--- src/rtl/hazard_pkg.sv ---
// Shared constants for the pipeline hazard controller: register-file geometry
// and the supported latency ranges for the load and mul/div paths.
package hazard_pkg;

  localparam int REG_AW_DEF = 5;
  localparam int REG_ZERO   = 0;

  localparam int LD_LAT_MIN = 1;
  localparam int LD_LAT_MAX = 3;
  localparam int MD_LAT_MIN = 2;
  localparam int MD_LAT_MAX = 32;

  // Out-of-range latency parameters are pulled into the supported window.
  function automatic int clampInt(input int v, input int lo, input int hi);
    if (v < lo) return lo;
    if (v > hi) return hi;
    return v;
  endfunction

endpackage

--- src/rtl/md_busy_timer.sv ---
// Down-counter tracking how long the multi-cycle multiply/divide unit stays
// occupied after an operation enters EX.
module md_busy_timer
  import hazard_pkg::*;
#(
  parameter int MD_LAT = 4
) (
  input  logic clk,
  input  logic rst,
  input  logic start,
  output logic busy
);

  localparam int LAT = clampInt(MD_LAT, MD_LAT_MIN, MD_LAT_MAX);
  localparam int CW  = $clog2(LAT + 1);

  logic [CW-1:0] cnt_q, cnt_d;

  // A new start always restarts the full latency, even when already busy.
  always_comb begin
    cnt_d = cnt_q;
    if (start) begin
      cnt_d = CW'(LAT);
    end else if (cnt_q != '0) begin
      cnt_d = cnt_q - CW'(1);
    end
  end

  always_ff @(posedge clk) begin
    if (rst) begin
      cnt_q <= '0;
    end else begin
      cnt_q <= cnt_d;
    end
  end

  assign busy = (cnt_q != '0);

endmodule

--- src/rtl/hazard_ctrl.sv ---
// Hazard controller beside the ID stage: load-use and mul/div stalls, branch
// flushes, and a saturating stall-cycle counter for performance monitoring.
module hazard_ctrl
  import hazard_pkg::*;
#(
  parameter int REG_AW = REG_AW_DEF,
  parameter int LD_LAT = 1,
  parameter int MD_LAT = 4,
  parameter int CNT_W  = 16
) (
  input  logic              clk,
  input  logic              rst,
  input  logic              MemRead_ex,
  input  logic [REG_AW-1:0] RegWriteAddr_ex,
  input  logic [REG_AW-1:0] RsAddr_id,
  input  logic [REG_AW-1:0] RtAddr_id,
  input  logic              RsUsed_id,
  input  logic              RtUsed_id,
  input  logic              MdUse_id,
  input  logic              MdStart_ex,
  input  logic              BranchTaken_ex,
  output logic              stall,
  output logic              PC_IFWrite,
  output logic              IF_IDFlush,
  output logic              ID_EXFlush,
  output logic              MdBusy,
  output logic [CNT_W-1:0]  StallCnt
);

  localparam int LD_LAT_C = clampInt(LD_LAT, LD_LAT_MIN, LD_LAT_MAX);
  localparam int PIPE_D   = LD_LAT_C - 1;
  localparam logic [REG_AW-1:0] ZERO_ADDR = REG_AW'(REG_ZERO);

  function automatic logic srcHit(input logic [REG_AW-1:0] dst,
                                  input logic rsLive, input logic [REG_AW-1:0] rs,
                                  input logic rtLive, input logic [REG_AW-1:0] rt);
    return (rsLive && rs == dst) || (rtLive && rt == dst);
  endfunction

  logic rsLive, rtLive, exMatch, pipeMatch, mdHazard;
  logic [CNT_W-1:0] stallCnt_q;

  // Register zero is hardwired, so a source of $0 can never depend on a load.
  assign rsLive  = RsUsed_id && (RsAddr_id != ZERO_ADDR);
  assign rtLive  = RtUsed_id && (RtAddr_id != ZERO_ADDR);
  assign exMatch = MemRead_ex && srcHit(RegWriteAddr_ex, rsLive, RsAddr_id, rtLive, RtAddr_id);

  if (PIPE_D > 0) begin : g_ldPipe
    logic [PIPE_D-1:0] vld_q;
    logic [REG_AW-1:0] addr_q [PIPE_D];

    // Free-running: loads keep moving toward writeback while ID is held.
    always_ff @(posedge clk) begin
      if (rst) begin
        vld_q <= '0;
      end else begin
        vld_q[0] <= MemRead_ex;
        for (int k = 1; k < PIPE_D; k++) vld_q[k] <= vld_q[k-1];
      end
      addr_q[0] <= RegWriteAddr_ex;
      for (int k = 1; k < PIPE_D; k++) addr_q[k] <= addr_q[k-1];
    end

    always_comb begin
      pipeMatch = 1'b0;
      for (int k = 0; k < PIPE_D; k++) begin
        if (vld_q[k] && srcHit(addr_q[k], rsLive, RsAddr_id, rtLive, RtAddr_id)) pipeMatch = 1'b1;
      end
    end
  end else begin : g_noPipe
    assign pipeMatch = 1'b0;
  end

  md_busy_timer #(
    .MD_LAT(MD_LAT)
  ) u_mdTimer (
    .clk  (clk),
    .rst  (rst),
    .start(MdStart_ex),
    .busy (MdBusy)
  );

  assign mdHazard = MdUse_id && (MdBusy || MdStart_ex);

  // A taken branch squashes the stalled ID instruction, so it wins over any stall.
  assign stall      = (exMatch || pipeMatch || mdHazard) && !BranchTaken_ex && !rst;
  assign PC_IFWrite = !stall;
  assign IF_IDFlush = BranchTaken_ex && !rst;
  assign ID_EXFlush = (stall || BranchTaken_ex) && !rst;

  always_ff @(posedge clk) begin
    if (rst) begin
      stallCnt_q <= '0;
    end else if (stall && (stallCnt_q != '1)) begin
      stallCnt_q <= stallCnt_q + CNT_W'(1);
    end
  end

  assign StallCnt = stallCnt_q;

endmodule

--- config.mk ---
export PLATFORM = sky130hd
export DESIGN_NAME = hazard_ctrl
export DESIGN_NICKNAME = d
export VERILOG_FILES = /design/src/rtl/hazard_pkg.sv /design/src/rtl/md_busy_timer.sv /design/src/rtl/hazard_ctrl.sv
export SDC_FILE = /design/constraint.sdc
export NUM_CORES = 1
export LEC_CHECK = 0
export ABC_AREA = 1
export BUFFER_PORTS_ARGS = -buffer_cell sky130_fd_sc_hd__buf_2
export CAP_MARGIN = 20
export CORE_ASPECT_RATIO = 0.5
export CORE_MARGIN = 2
export CORE_UTILIZATION = 30
export CTS_CLUSTER_DIAMETER = 120
export DETAILED_ROUTE_END_ITERATION = 8
export MAX_ROUTING_LAYER = met4
export PLACE_DENSITY = 0.58
export SETUP_SLACK_MARGIN = 0.2
export SYNTH_ARGS = -nofsm -noshare
export SYNTH_HDL_FRONTEND = slang
export SYNTH_SLANG_ARGS = --single-unit
export TNS_END_PERCENT = 50
--- constraint.sdc ---
create_clock -name clk -period 3.1 [get_ports clk]
set_input_delay 0.62 -clock clk [delete_from_list [all_inputs] [get_ports clk]]
set_output_delay 0.62 -clock clk [all_outputs]
set_load 0.1 [all_outputs]
==> key figures <==
Detailed routing
  – Vias per std cell: 4.385
  – Post-route antenna net violation count: 0
  – Violation count after the first detailed-route iteration: 111
  – Number of remaining DRC errors: 0
  – Number of vias in the routed layout: 1684
  – Wire length per cell: 9.615 um
  – Length of the first detailed-routing pass in iterations: 4
  – Detailed Route WL: 3692 um

GRT
  – Global-route usage over all layers: 13.14%
  – First-pass GRT wire length: 6299 um
  – Maximum number of pins on one net before global-route repair: 27
  – Initial antenna violation count: 0
  – Remaining global-route overflow: 0
  – Number of global-route vias before repair: 1482

Floorplan
  – Die H: 55.42 um
  – Effective utilization at floorplan: 31.73%
  – Top-level I/O count: 44
  – Die Footprint: 0.005921 mm^2
  – Std-Cell Rows: 18
  – Core Footprint: 0.005000 mm^2
  – Floorplan die width: 106.8 um

Setup path
  – Startpoint of the lowest-slack register-to-register path: StallCnt[0]
  – Arrival time at the worst endpoint: 1.89 ns
  – Capture point of the worst path: PC_IFWrite
  – Critical path launch point: u_mdTimer.cnt_q[0]
  – Endpoint of the most critical register-to-register path: StallCnt[2]
  – CP Class: reg -> out
  – Crit path launch type: flip-flop
  – Critical path data required time: 2.48 ns
  – Setup crit end kind: output port
  – Reg2reg setup slack: 1.22 ns
  – Highest net fanout along the worst path: 4
  – R2R depth: 10

Timing
  – Hold slack final: 0.5114 ns
  – Remaining max-slew budget at the tightest pin: 64.52%
  – Final period util: 81.13%
  – Maximum clock frequency: 397.6 MHz
  – Worst Clk Skew: 0.004178 ns
  – Unrepaired setup endpoints after global routing: false
  – Hold Fails Final Rpt: 0
  – Minimum period implied by the final worst setup slack: 2.515 ns
  – # setup viols final: 0
  – Worst-case setup margin in the final layout: 0.5851 ns
  – Slew @ Worst Pin: 0.5317 ns
  – Sum of negative setup slack: 0 ns
  – Final Slew Violations: 0

Placement
  – Buffers added on ports: 43
  – Worst-case setup slack after placement: 0.6030 ns
  – Inst Count DP: 380
  – Global placer's final weighted congestion: 0.8286
  – Post-detail-place hpwl: 2829 um

CTS
  – Clock network latency to the later pin of the worst-skew pair: 0.26 ns
  – Total CTS buffers: 3
  – Post-CTS setup buffers: 0
  – Bufs on Longest Clock Path: 2
  – H-tree depth: 1
  – Register clock-pin slew on the reported worst setup and hold paths: 0.07 ns
  – Clock tree from TritonCTS: built
  – Number of clock sinks: 19
  – Clk Tree Root Cell: clkbuf_8
  – Resized Gates After CTS: 0
  – Hold buffer count at cts: 0

Logic synthesis
  – Synthesized net count: 297
  – Portion of the post-synthesis area used by sequential elements: 23.97%
  – Yosys top cell by area: dfxtp_1
  – Post-Syn Area per Cell: 5.876 um^2
  – Post-synthesis cell area: 0.001587 mm^2
  – Number of warnings reported in the yosys synthesis log: 0
  – Register bit count reported by yosys: 19
  – Top area cells in the synthesized netlist: dfxtp_1 24%, nand2_1 17%, inv_1 13%
  – Post-synth cell types: 29
  – Cells after Synth: 270
  – Share of the synthesized area in the top cell type: 23.97%

Power
  – Total power per unit cell area: 338.6 mW/mm^2
  – Overall power consumption: 663.0 uW
  – Static Leakage: 0.001043 uW
  – Largest vdd supply drop: 131.1 uV

Outcome
  – Run status: complete, no violations

Layout
  – Proportion of layout cells with a drive suffix above 1: 23.57%
  – NumNets Final: 342
  – Ant. Diodes: 0
  – Commonest non-fill, non-tap cells in the layout: 70 x nand2_1, 52 x inv_1, 43 x buf_2
  – Most common library cell in the layout ignoring fill and taps: nand2_1
  – Number of standard cells in the final layout excluding fillers: 384
  – Area Growth Syn to Fin: 23.42%

Min path
  – Cell depth of the worst min-delay path: 2
  – Hold crit path type: reg -> reg

Run
  – Max capacitance violation total: 0
[state kept, by name, indices dropped and copies added, names as in the netlist]
signal           cells
StallCnt            16
u_mdTimer.cnt_q      3
[worst min path at each step]
| stage | startpoint | to | slack, ns |
|---|---|---|---|
| floorplan | u_mdTimer.cnt_q[1] | u_mdTimer.cnt_q[1] | 0.47 |
| global placement | u_mdTimer.cnt_q[1] | u_mdTimer.cnt_q[1] | 0.49 |
| detailed placement | u_mdTimer.cnt_q[1] | u_mdTimer.cnt_q[1] | 0.50 |
| CTS | u_mdTimer.cnt_q[1] | u_mdTimer.cnt_q[1] | 0.51 |
| global route | u_mdTimer.cnt_q[1] | u_mdTimer.cnt_q[1] | 0.53 |
| finish | u_mdTimer.cnt_q[1] | u_mdTimer.cnt_q[1] | 0.51 |
[metal layers]
metal | vias up | GRT usage, % | share of wire, %
met5 | - | - | 0
met2 | 35 | 21.47 | 43
li1 | 910 | - | -
met3 | 2 | 2.715 | 5.0
met4 | 0 | 3.896 | 0.92
met1 | 737 | 16.45 | 51
[kinds of logic after synthesis]
kind of cell	after synthesis	share of synthesized area, %
AOI/OAI and AO/OA	9	3.233
and+or+nand+nor	161	48.50
DFF	19	23.97
adders and majority gates	4	3.155
xor gates and xnor gates	5	2.760
buffers and inverters	72	18.37
[cell type report]
cell class | instances | area (um^2)
repair buffers | 45 | 230.2
flip-flops and latches | 19 | 380.4
multi-input cells | 179 | 953.4
well taps | 70 | 87.58
inverters | 67 | 261.5
fillers | 553 | 3042
clock buffers | 4 | 45.04
[power by group]
group          switching [uW]  internal [uW]
Clock                    87.5           91.6
Combinational             163           58.3
Sequential               8.78            253
Total                     260            403
[synthesized netlist by cell type]
cell,instances
nor2_2,1
clkinv_1,8
nand4_1,18
nand4_2,1
a21boi_1,1
xor2_1,4
inv_4,1
nand3_4,1
nand2_4,1
nor3_2,1
nand3_2,3
buf_6,2
nor3_1,4
o21ai_1,1
nand2_1,71
a2111oi_0,1
nand2_2,2
a21oi_1,1
nand3_1,14
nor3_4,1
dfxtp_1,19
o21ai_0,5
buf_2,3
inv_1,54
xnor2_1,1
nor2_1,40
inv_2,4
ha_1,4
nor2_4,3
[per-stage QoR]
step	util, %	cell area [um^2]
after floorplan	-	1630
after global placement	38.26	1913
after detailed placement	38.26	1913
after CTS	39.16	1958
after global routing	39.16	1958
final	39.16	1958
[critical path: stages (launching register included)]
cell        delay [ns]
dfxtp_1           0.32
inv_1             0.05
ha_1              0.20
ha_4              0.18
clkinvlp_4        0.11
o21ai_2           0.18
nand2_4           0.09
nand2_8           0.07
buf_2             0.42
(Power assumes the default switching activity.)
